## config.mk

```make
export PLATFORM = sky130hd
export DESIGN_NAME = pulse_measure_flat
export DESIGN_NICKNAME = d
export VERILOG_FILES = /design/src/rtl/pulse_measure_pkg.sv /design/src/rtl/pulse_measure_if.sv /design/src/rtl/pulse_measure_sat_counter.sv /design/src/rtl/pulse_measure.sv /design/src/flat_wrapper.sv
export SDC_FILE = /design/constraint.sdc
export NUM_CORES = 1
export LEC_CHECK = 0
export CORE_MARGIN = 2
export CORE_UTILIZATION = 44
export CTS_CLUSTER_DIAMETER = 50
export DETAILED_ROUTE_END_ITERATION = 12
export PLACE_DENSITY_LB_ADDON = 0.3
export SKIP_CTS_REPAIR_TIMING = 1
export SYNTH_ARGS = -nofsm -noshare
export SYNTH_HDL_FRONTEND = slang
export SYNTH_SLANG_ARGS = --single-unit
```

## constraint.sdc

```tcl
create_clock -name clk -period 1.6 [get_ports clk]
set_input_delay 0.32 -clock clk [delete_from_list [all_inputs] [get_ports clk]]
set_output_delay 0.32 -clock clk [all_outputs]
set_load 0.1 [all_outputs]
```

## src/rtl/pulse_measure_pkg.sv

```systemverilog
// Shared types and constants for the pulse_measure block.
package pulse_measure_pkg;

  typedef enum logic {IDLE, COUNT} pm_state_t;

  // All-ones value of a w-bit counter, i.e. the saturation point 2^w-1.
  function automatic int unsigned sat_max(input int unsigned w);
    return (32'd1 << w) - 32'd1;
  endfunction

endpackage

```

## src/rtl/pulse_measure_if.sv

```systemverilog
// Result handshake bus: measured width plus saturation flag under valid/ready.
interface pulse_measure_if #(
  parameter int unsigned W = 8
);
  logic [W-1:0] width;
  logic         sat;
  logic         valid;
  logic         ready;

  modport master (output width, output sat, output valid, input ready);
  modport slave  (input width, input sat, input valid, output ready);
endinterface

```

## src/rtl/pulse_measure_sat_counter.sv

```systemverilog
// W-bit run-length counter: load-to-1, saturating increment, at-max flag.
module sat_counter
  import pulse_measure_pkg::*;
#(
  parameter int unsigned W = 8
) (
  input  logic         clk,
  input  logic         rst,
  input  logic         load,
  input  logic         inc,
  output logic [W-1:0] cnt,
  output logic         at_max
);

  localparam logic [W-1:0] MAX_CNT = W'(sat_max(W));

  assign at_max = (cnt == MAX_CNT);

  // Load starts a new run at 1; increments stop at the all-ones value.
  always_ff @(posedge clk or posedge rst) begin
    if (rst) begin
      cnt <= '0;
    end else if (load) begin
      cnt <= W'(1);
    end else if (inc && !at_max) begin
      cnt <= cnt + 1'b1;
    end
  end

endmodule

```

## src/rtl/pulse_measure.sv

```systemverilog
// Measures the length of each high run on `in` and reports it on a
// depth-1 valid/ready result register; short runs are dropped as glitches.
module pulse_measure
  import pulse_measure_pkg::*;
#(
  parameter int unsigned W       = 8,
  parameter int unsigned MIN_LEN = 1
) (
  input  logic            clk,
  input  logic            rst,
  input  logic            in,
  output logic            busy,
  output logic            overflow,
  pulse_measure_if.master res
);

  localparam logic [W-1:0] MIN_CNT = W'(MIN_LEN);

  pm_state_t    state;
  pm_state_t    state_next;
  logic         load;
  logic         inc;
  logic         done;
  logic [W-1:0] cnt;
  logic         sat_run;
  logic         keep;
  logic         take;

  // The counter saturates and is reloaded to 1 on entry to COUNT, so its
  // at-max flag is exactly "this run has reached 2^W-1".
  sat_counter #(
    .W(W)
  ) u_cnt (
    .clk    (clk),
    .rst    (rst),
    .load   (load),
    .inc    (inc),
    .cnt    (cnt),
    .at_max (sat_run)
  );

  // State register.
  always_ff @(posedge clk or posedge rst) begin
    if (rst) begin
      state <= IDLE;
    end else begin
      state <= state_next;
    end
  end

  // Next state and counter control; done pulses on the falling sample.
  always_comb begin
    state_next = state;
    load       = 1'b0;
    inc        = 1'b0;
    done       = 1'b0;
    unique case (state)
      IDLE: begin
        if (in) begin
          state_next = COUNT;
          load       = 1'b1;
        end
      end
      COUNT: begin
        if (in) begin
          inc = 1'b1;
        end else begin
          state_next = IDLE;
          done       = 1'b1;
        end
      end
    endcase
  end

  assign busy = (state == COUNT);
  assign keep = done && (cnt >= MIN_CNT);
  assign take = res.valid && res.ready;

  // Output register: load when empty or draining, else drop and flag overflow.
  always_ff @(posedge clk or posedge rst) begin
    if (rst) begin
      res.width <= '0;
      res.sat   <= 1'b0;
      res.valid <= 1'b0;
      overflow  <= 1'b0;
    end else if (keep) begin
      if (!res.valid || res.ready) begin
        res.width <= cnt;
        res.sat   <= sat_run;
        res.valid <= 1'b1;
      end else begin
        overflow <= 1'b1;
      end
    end else if (take) begin
      res.valid <= 1'b0;
    end
  end

endmodule

```

## src/flat_wrapper.sv

```systemverilog
// flat-port wrapper written by rule: the top's interface ports become plain ports
module pulse_measure_flat import pulse_measure_pkg::*;
#(
  parameter int unsigned W       = 8,
  parameter int unsigned MIN_LEN = 1
)
  (clk, rst, in, busy, overflow, res_width, res_sat, res_valid, res_ready);
  pulse_measure_if #(.W(W)) res_i ();
  input  logic clk;
  input  logic rst;
  input  logic in;
  output logic busy;
  output logic overflow;
  output wire logic [$bits(res_i.width)-1:0] res_width;
  output wire logic [$bits(res_i.sat)-1:0] res_sat;
  output wire logic [$bits(res_i.valid)-1:0] res_valid;
  input wire logic [$bits(res_i.ready)-1:0] res_ready;
  assign res_width = res_i.width;
  assign res_sat = res_i.sat;
  assign res_valid = res_i.valid;
  assign res_i.ready = res_ready;
  pulse_measure #(.W(W), .MIN_LEN(MIN_LEN)) u_core (.clk(clk), .rst(rst), .in(in), .busy(busy), .overflow(overflow), .res(res_i));
endmodule
```

Word level (Yosys, flattened, before mapping)
Cells that the tools add are included.
{"block": "totals", "out_inout_bits": 12, "in_bits": 4, "ff_bits": 20, "elab_cells": 32}
{"block": "classes", "n_reduce_logical": 11, "n_mux": 10, "n_addsub": 1, "bitwise": 1, "order_cmp": 1, "eq_ne": 2}
{"op": "8-bit 2-to-1 mux", "count": 2}
{"op": "8-bit by 1-bit adder with 8-bit output (second input constant)", "count": 1}
{"op": "8-bit == test (second input constant)", "count": 1}
{"op": "8-bit by 1-bit greater-or-equal comparator with 1-bit output (second input constant)", "count": 1}
{"op": "1-bit 2-to-1 mux", "count": 8}
{"op": "2-bit AND reduction", "count": 3}
{"op": "2-bit nonzero test", "count": 2}
{"op": "1-bit logical AND", "count": 3}
{"op": "1-bit zero test", "count": 2}
{"op": "2-bit inequality test (second input constant)", "count": 1}
{"op": "1-bit logical OR", "count": 1}
{"op": "1-bit NOT", "count": 1}

Depth between registers and ports, before layout
Gate-level depths: netlist of run 1.
{"block": "depth", "word_depth": 5, "ltp_mapped": 5, "mapped_depth_nobuf": 5}

Cells and area by module
Synthesis of run 1 repeated with hierarchy kept, for this count alone.
{"block": "unflattened", "cells_unflattened": 80, "hier_area_um2": 980.9}
{"mod": "pulse_measure", "cells_per_inst": 32, "seq_area_each_um2": 300.3, "area_each_um2": 494.2, "instances": 1}
{"mod": "sat_counter", "cells_per_inst": 48, "seq_area_each_um2": 200.2, "area_each_um2": 486.7, "instances": 1}

Worst setup path before layout of run 1
OpenSTA, ideal clock, no wires.
{"block": "synth_timing", "path_kind": "register to register", "start": "reg u_core.state, in the netlist u_core.busy", "end": "reg u_core.res.width[0]", "arrival_ns": 1.958, "path_stages_with_launch": 4, "synth_period_minus_slack_ns": 2.083, "setup_slack_ns": -0.483, "t_required_ns": 1.475, "setup_ns": 0.125, "path_cell_list": "dfrtp_1 > nand2b_1 > a211oi_4 > mux2_2"}
{"block": "synth_via", "elab_chain_len": 3}
{"item": "start, declared", "line_no": "pulse_measure.sv:19", "source": "pm_state_t state;"}
{"item": "start signal, assigned", "line_no": "pulse_measure.sv:47", "source": "state <= state_next;"}
{"item": "1-bit 2-to-1 mux", "line_no": "pulse_measure.sv:57", "source": "unique case (state)"}
{"item": "1-bit logical AND", "line_no": "pulse_measure.sv:76", "source": "assign keep = done && (cnt >= MIN_CNT);"}
{"item": "2-bit AND reduction (no source line)"}
{"item": "end signal, assigned", "line_no": "pulse_measure.sv:88", "source": "res.width <= cnt;"}
{"item": "end, declared", "line_no": "pulse_measure_if.sv:10", "source": "modport master (output width, output sat, output valid, input ready);"}
Every way passes these cells.
A chain may end at the register's enable or synchronous reset.

Worst setup path in the final report of run 1
{"block": "layout_timing", "start": "reg u_core.u_cnt.cnt[0]", "end": "reg u_core.res.width[4]"}
{"block": "layout_via", "elab_chain_len": 3}
{"item": "start, declared", "line_no": "pulse_measure_sat_counter.sv:11", "source": "output logic [W-1:0] cnt,"}
{"item": "start signal, assigned", "line_no": "pulse_measure_sat_counter.sv:26", "source": "cnt <= cnt + 1'b1;"}
{"item": "8-bit by 1-bit greater-or-equal comparator with 1-bit output", "line_no": "pulse_measure.sv:76"}
{"item": "1-bit logical AND", "line_no": "pulse_measure.sv:76"}
{"item": "2-bit AND reduction (no source line)"}
Every way passes these cells.

==> summary.md, run 1 <==
| Metric | Value |
|---|---|
| First-pass GRT wire length | `3.69 mm` |
| Iteration-0 DRC count of the detailed router | `40` |
| Critical path type | `register to register` |
| Cells on worst reg2reg path | `6` |
| Ranking of synthesized cells by area | `dfrtp_1, mux2_2, ha_1` |
| Crit path from | `u_core.u_cnt.cnt[0]` |
| Most used DFF post-synth | `dfrtp_1` |
| Most frequent cells after synthesis | `dfrtp_1, mux2_2, nand2_1` |
| Core footprint | `0.00217 mm^2` |
| Die footprint | `0.00265 mm^2` |
| Tmin final | `1.66 ns` |
| Outcome | `finished with violations` |
| CTS root buffer | `clkbuf_4` |
| Setup crit end kind | `register` |
| Detailed placement HPWL | `1.52 mm` |
| Port Buffers | `15` |
| # fillers | `155` |
| Fin area | `0.00151 mm^2` |
| CP peak stage delay | `0.43 ns` |
| Final critical-path setup slack | `-0.0635 ns` |
| WP data arrival | `1.88 ns` |
| Final hold violation count | `0` |
| # diodes | `0` |
| Routed WL | `2.23 mm` |
| CTS Sinks | `20` |
| Reg-to-Reg End | `u_core.res.width[4]` |
| Cell with the most instances after synthesis | `dfrtp_1` |
| Synth Area per Inst | `11.2 um^2` |
| Required @ worst endpoint | `1.82 ns` |
| Post-synth EDFFs | `0` |
| Seq. cell area | `509 um^2` |
| Reg2reg start | `u_core.u_cnt.cnt[0]` |
| Worst Hold Class | `primary input to async pin` |
| CP max-delay cell | `dfrtp_2` |
| RSZ-0062 raised after global routing | `yes` |
| H-tree Lvls | `1` |
| Peak supply drop | `817 uV` |
| Post-Syn Nets | `96` |
| CTS tree | `built` |
| YS warnings | `0` |
| Cells after Synth | `89` |
| Clk buf depth | `2` |
| DP Area | `0.00142 mm^2` |
| LEAKAGE | `0.668 nW` |
| Multi-input logic area | `505 um^2` |
| Max cap viols | `0` |
| Setup-failing EPs final | `8` |
| Drt wl/cell | `15.4 um` |
| Die W | `51.5 um` |
| Worst-Margin Slew | `0.382 ns` |
| DRT Pass-1 Iters | `4` |
| Initial antenna violation count | `0` |
| Synth cell types | `32` |
| Yosys top cell area share | `50.4%` |
| R2R Setup Slk | `-0.06 ns` |
| Num CTS Buffers | `3` |
| Relative slew slack | `74.3%` |
| Pwr/cell area | `1220 mW/mm^2` |
| Later-pin clock latency in the skew report | `0.32 ns` |
| CP max FO | `5` |
| WP buf/inv | `2` |
| Overall Global Routing Usage | `18.7%` |
| RePlAce Congestion | `0.893` |
| FFs w/ async S/R, synth | `100%` |
| Layout cells sized above 1 | `48.7%` |
| Area grow syn2layout | `52.1%` |
| I/O pins | `16` |
| Die Ht | `51.5 um` |
| Mapped cell area | `993 um^2` |
| Routed Antenna Nets | `0` |
| Highest clock rate | `601 MHz` |
| Via count of the routed design | `834` |
| # rows | `17` |
| Fin crit share | `104%` |
| Nets | `125` |
| Largest net degree at the start of global routing | `21` |
| Post-synthesis register bit count | `20` |
| Crit path cell chain | `inv_2, ha_2, nor4b_4, a211oi_4, buf_6, mux2_2` |
| Sequential element share of the synthesized area | `50.4%` |
| Failing checks | `negative setup slack` |
| Final Util | `69.7%` |
| Vias in the first global route | `854` |
| CP delay by family, top | `flip-flops` |
| DRC | `0` |
| Mean number of vias per cell | `5.75` |
| Initial Utilization | `45.8%` |
| CP Launch Type | `register` |
| Setup Skew | `0.0186 ns` |
| Grt ovf | `0` |
| Max-slew violation count | `0` |
| Clk slew on worst S/H paths | `0.13 ns` |
| Top cell type by total area after synthesis | `dfrtp_1` |
==> power breakdown <==
group          leakage, nW  total, mW  internal, mW  switching (mW)
clock network       0.0279      0.424         0.254           0.170
registers            0.257      0.633         0.570          0.0625
logic                0.384      0.780         0.307           0.473
==> stage by stage <==
| stage | hold WS (ns) | cells | TNS, ns | setup WS [ns] | power (mW) |
|---|---|---|---|---|---|
| 3_5_place_dp | 0.536 | 141 | -1.71 | -0.223 | 1.40 |
| 6_report | 0.313 | 145 | -0.342 | -0.0635 | 1.84 |
| 5_1_grt | 0.340 | 145 | -0.753 | -0.107 | 1.90 |
| 2_1_floorplan | 0.284 | 89 | -0.376 | -0.0527 | 1.11 |
| 3_3_place_gp | 0.503 | 141 | -1.30 | -0.178 | 1.39 |
| 4_1_cts | 0.337 | 145 | -0.550 | -0.0827 | 1.82 |
==> flip-flops by register name, indices dropped and copies added, names as in the netlist <==
| signal | count |
|---|---|
| u_core.busy | 1 |
| u_core.res.width | 8 |
| u_core.res.valid | 1 |
| u_core.u_cnt.cnt | 8 |
| u_core.overflow | 1 |
| u_core.res.sat | 1 |
==> cells in the final DEF (no fill, tap or decap), types with 2 or more instances in the layout <==
cell type	instances
buf_6	2
ha_2	3
mux2_2	3
nand4_1	3
buf_4	13
a31oi_1	2
or2_2	2
a21oi_1	6
nand2_1	7
mux2i_1	2
buf_12	12
or3_1	2
nand3_1	2
clkdlybuf4s50_1	3
dfrtp_4	2
dfrtp_1	17
inv_1	4
clkbuf_4	3
o21ai_0	3
mux2_4	5
==> worst min-delay path: stages <==
cell and delay [ns]:
clkdlybuf4s50_1 0.40, inv_1 0.05, buf_4 0.26
==> worst max path at each step <==
stage / endpoint / slack (ns) / cells after the start
after floorplan: u_core.res.width[0] / -0.05 / 5
after CTS: u_core.res.width[7] / -0.08 / 6
after global placement: u_core.res.width[2] / -0.18 / 5
final: u_core.res.width[4] / -0.06 / 6
after detailed placement: u_core.res.width[7] / -0.22 / 5
after global routing: u_core.res.width[6] / -0.11 / 6
==> layer usage <==
metal	global-route usage, %	vias up	routed length, um
met2	28.8	32	1110
li1	-	377	-
met4	11.4	0	53
met1	23.7	416	946
met3	4.60	9	123
met5	0	-	0
==> cell type report <==
type | instances | area share (%)
clock buffers | 3 | 1.49
clock inverters | 1 | 1.99
inverters | 5 | 1.24
multi-input cells | 58 | 33.4
flip-flops and latches | 20 | 33.7
well taps | 28 | 2.32
repair buffers | 30 | 25.8
==> kinds of logic after synthesis <==
family                     count (synthesis)  synth area share, %
AOI/OAI and AO/OA                         22                 16.1
adders and majority gates                  3                 3.78
buffers and inverters                     11                 4.41
DFF                                       20                 50.4
muxes                                     10                 11.1
and+or+nand+nor                           23                 14.2
No activity file was read; power rests on OpenSTA's default activity.
==> run 2, diff against run 1 <==
Settings changed: ABC_CLOCK_PERIOD_IN_PS set to 1800, CTS_CLUSTER_SIZE set to 40.
Clock period 1.6 ns to 1.8 ns, I/O delays scaled along.
==> run 2 against run 1 <==
  * Utilization fell by 6.3 points
  * Cell count fell by 5.5%
  * Non-clock buffer count fell by 8
  * Sequential share of layout area rose by 2.9 points
  * Maximum frequency fell by 1.5%
  * Register-to-register slack improved by 0.17 ns
  * Largest power group unchanged
  * The run now ends clean
  * Power fell by 20%
  * Count of clock-buffer cells in the layout rose by 1
  * Die area did not move
==> summary.md, run 2 (synthesis results as in run 1) <==
| Metric | Value |
|---|---|
| # fillers | `164 (+5.8%)` |
| Clk buf depth | `2 (unchanged)` |
| DRC | `0 (unchanged)` |
| Reg2reg start | `u_core.u_cnt.cnt[0]` |
| WP data arrival | `1.89 ns (about the same)` |
| CTS tree | `built` |
| DRT Pass-1 Iters | `4 (unchanged)` |
| Iteration-0 DRC count of the detailed router | `16 (-60%)` |
| RePlAce Congestion | `0.797 (-11%)` |
| Grt ovf | `0 (unchanged)` |
| Overall Global Routing Usage | `17.8% (-0.97 points)` |
| Later-pin clock latency in the skew report | `0.30 ns (-0.02 ns)` |
| Layout cells sized above 1 | `37.6% (-11 points)` |
| Initial Utilization | `45.8% (unchanged)` |
| Relative slew slack | `69.6% (-4.7 points)` |
| Tmin final | `1.69 ns (+0.0259 ns)` |
| Port Buffers | `15 (unchanged)` |
| WP buf/inv | `1 (-1)` |
| Clk slew on worst S/H paths | `0.11 ns (-0.02 ns)` |
| CP peak stage delay | `0.41 ns (-0.02 ns)` |
| Fin crit share | `93.9% (-10 points)` |
| Crit path cell chain | `buf_4, ha_1, and4_2, a31o_2, a22o_1` |
| Reg-to-Reg End | `u_core.u_cnt.cnt[1]` |
| Crit path from | `u_core.u_cnt.cnt[0]` |
| Worst Hold Class | `primary input to async pin` |
| CP delay by family, top | `compound AO/OA/AOI/OAI gates` |
| Max-slew violation count | `0 (unchanged)` |
| Max cap viols | `0 (unchanged)` |
| CP Launch Type | `register` |
| Detailed placement HPWL | `1.46 mm (-4.3%)` |
| Setup crit end kind | `register` |
| Routed WL | `2.03 mm (-9.2%)` |
| Highest clock rate | `592 MHz (-1.5%)` |
| Mean number of vias per cell | `5.53 (-3.8%)` |
| Critical path type | `register to register` |
| Placed Cells | `132 (-6.4%)` |
| Drt wl/cell | `14.8 um (-3.9%)` |
| # rows | `17 (unchanged)` |
| Clock share of power | `17.8% (-5.3 points)` |
| Nets | `117 (-6.4%)` |
| Worst-Margin Slew | `0.452 ns (+0.0697 ns)` |
| Die W | `51.5 um (unchanged)` |
| LEAKAGE | `0.601 nW (-10%)` |
| RSZ-0062 raised after global routing | `no` |
| Pwr/cell area | `1060 mW/mm^2 (-12%)` |
| Biggest regs | `u_core.res.width: 8 flops, u_core.u_cnt.cnt: 8 flops` |
| Setup-failing EPs final | `0 (-8)` |
| Combinational share of power | `42.2% (-0.3 points)` |
| Area grow syn2layout | `38.3%` |
| CTS root buffer | `clkbuf_4` |
| Final hold violation count | `0 (unchanged)` |
| Most common cell after layout, fill and taps aside | `dfrtp_1` |
| Cells on worst reg2reg path | `5 (-1)` |
| First-pass GRT wire length | `3.56 mm (-3.5%)` |
| Initial antenna violation count | `0 (unchanged)` |
| CP max-delay cell | `dfrtp_1` |
| Routed Antenna Nets | `0 (unchanged)` |
| CP max FO | `6 (+1)` |
| Most frequent cells in the layout | `dfrtp_1, buf_12, mux2_2, nand2_1, buf_4` |
| Required @ worst endpoint | `2.00 ns (+0.18 ns)` |
| Die footprint | `0.00265 mm^2 (unchanged)` |
| Core footprint | `0.00217 mm^2 (unchanged)` |
| Largest net degree at the start of global routing | `21 (unchanged)` |
| Die Ht | `51.5 um (unchanged)` |
| Outcome | `finished clean` |
| # diodes | `0 (unchanged)` |
| Finished Layout Cells | `137 (-5.5%)` |
| Switching share of power | `41.1% (+2.6 points)` |
| Peak supply drop | `688 uV (-16%)` |
| Reg power frac | `39.9% (+5.4 points)` |
| Setup Skew | `0.00243 ns (-0.0162 ns)` |
| Setup TNS | `0 ns (+0.342 ns)` |
| Worst setup path endpoint | `u_core.u_cnt.cnt[1]` |
| I/O pins | `16 (unchanged)` |
| Pint | `0.861 mW (-24%)` |
| Pre-CTS setup slack | `-0.0885 ns (+0.135 ns)` |
| Final critical-path setup slack | `0.111 ns (+0.174 ns)` |
| R2R Setup Slk | `0.11 ns (+0.17 ns)` |
| Num CTS Buffers | `3 (unchanged)` |
| Via count of the routed design | `758 (-9.1%)` |
| Switching pwr | `0.600 mW (-15%)` |
| H-tree Lvls | `1 (unchanged)` |
| CTS Sinks | `20 (unchanged)` |
| Number of cells on the critical path | `5 (-1)` |
| Vias in the first global route | `796 (-6.8%)` |
==> run 2: cell count changes in the layout (fill, tap and decap cells not counted), moves of 3 or more <==
cell | before | now
ha_1 | 0 | 3
mux2_2 | 3 | 8
mux2_4 | 5 | 0
buf_4 | 13 | 7
ha_2 | 3 | 0
==> run 2: worst min-delay path, cell delays in order <==
cell,delay [ns]
clkdlybuf4s50_1,0.39
inv_1,0.05
buf_4,0.25
==> run 2: routing by layer <==
| metal | GRT usage, % | wire, um |
|---|---|---|
| met5 | 0 | 0 |
| met4 | 7.46 | 24 |
| met3 | 2.87 | 83 |
| met2 | 28.6 | 1030 |
| met1 | 23.8 | 886 |
==> run 2: metrics by stage <==
step / hold WS (ns) / area, um^2 / power (mW) / utilization [%]
5_1_grt: 0.404 / 1370 / 1.52 / 63.3
3_3_place_gp: 0.501 / 1320 / 1.19 / 60.9
2_1_floorplan: 0.324 / 996 / 0.967 / -
4_1_cts: 0.376 / 1360 / 1.46 / 62.6
3_5_place_dp: 0.508 / 1320 / 1.20 / 60.9
6_report: 0.365 / 1370 / 1.46 / 63.3
==> run 2: layout make-up <==
cell class / count / area [um^2] / share of cell area, %
Sequential cell: 20 / 503 / 36.6
Clock buffer: 4 / 36.3 / 2.64
Tap cell: 28 / 35.0 / 2.55
Inverter: 5 / 18.8 / 1.37
Multi-Input combinational cell: 58 / 458 / 33.3
Timing Repair Buffer: 22 / 323 / 23.5
==> run 2: worst min path at each step <==
| stage | start | depth (start not counted) | endpoint |
|---|---|---|---|
| after floorplan | rst | 1 | u_core.overflow |
| after global placement | u_core.overflow | 1 | u_core.overflow |
| after detailed placement | u_core.overflow | 1 | u_core.overflow |
| after CTS | rst | 3 | u_core.res.width[2] |
| after global routing | rst | 3 | u_core.res.sat |
| final | rst | 3 | u_core.res.width[2] |
==> run 2: power by group through the flow <==
stage / combinational [mW] / clock [mW] / sequential (mW)
after floorplan: 0.147 / 0 / 0.820
after global placement: 0.600 / 0 / 0.591
after detailed placement: 0.608 / 0 / 0.593
after CTS: 0.611 / 0.263 / 0.585
after global routing: 0.643 / 0.286 / 0.595
final: 0.617 / 0.261 / 0.583
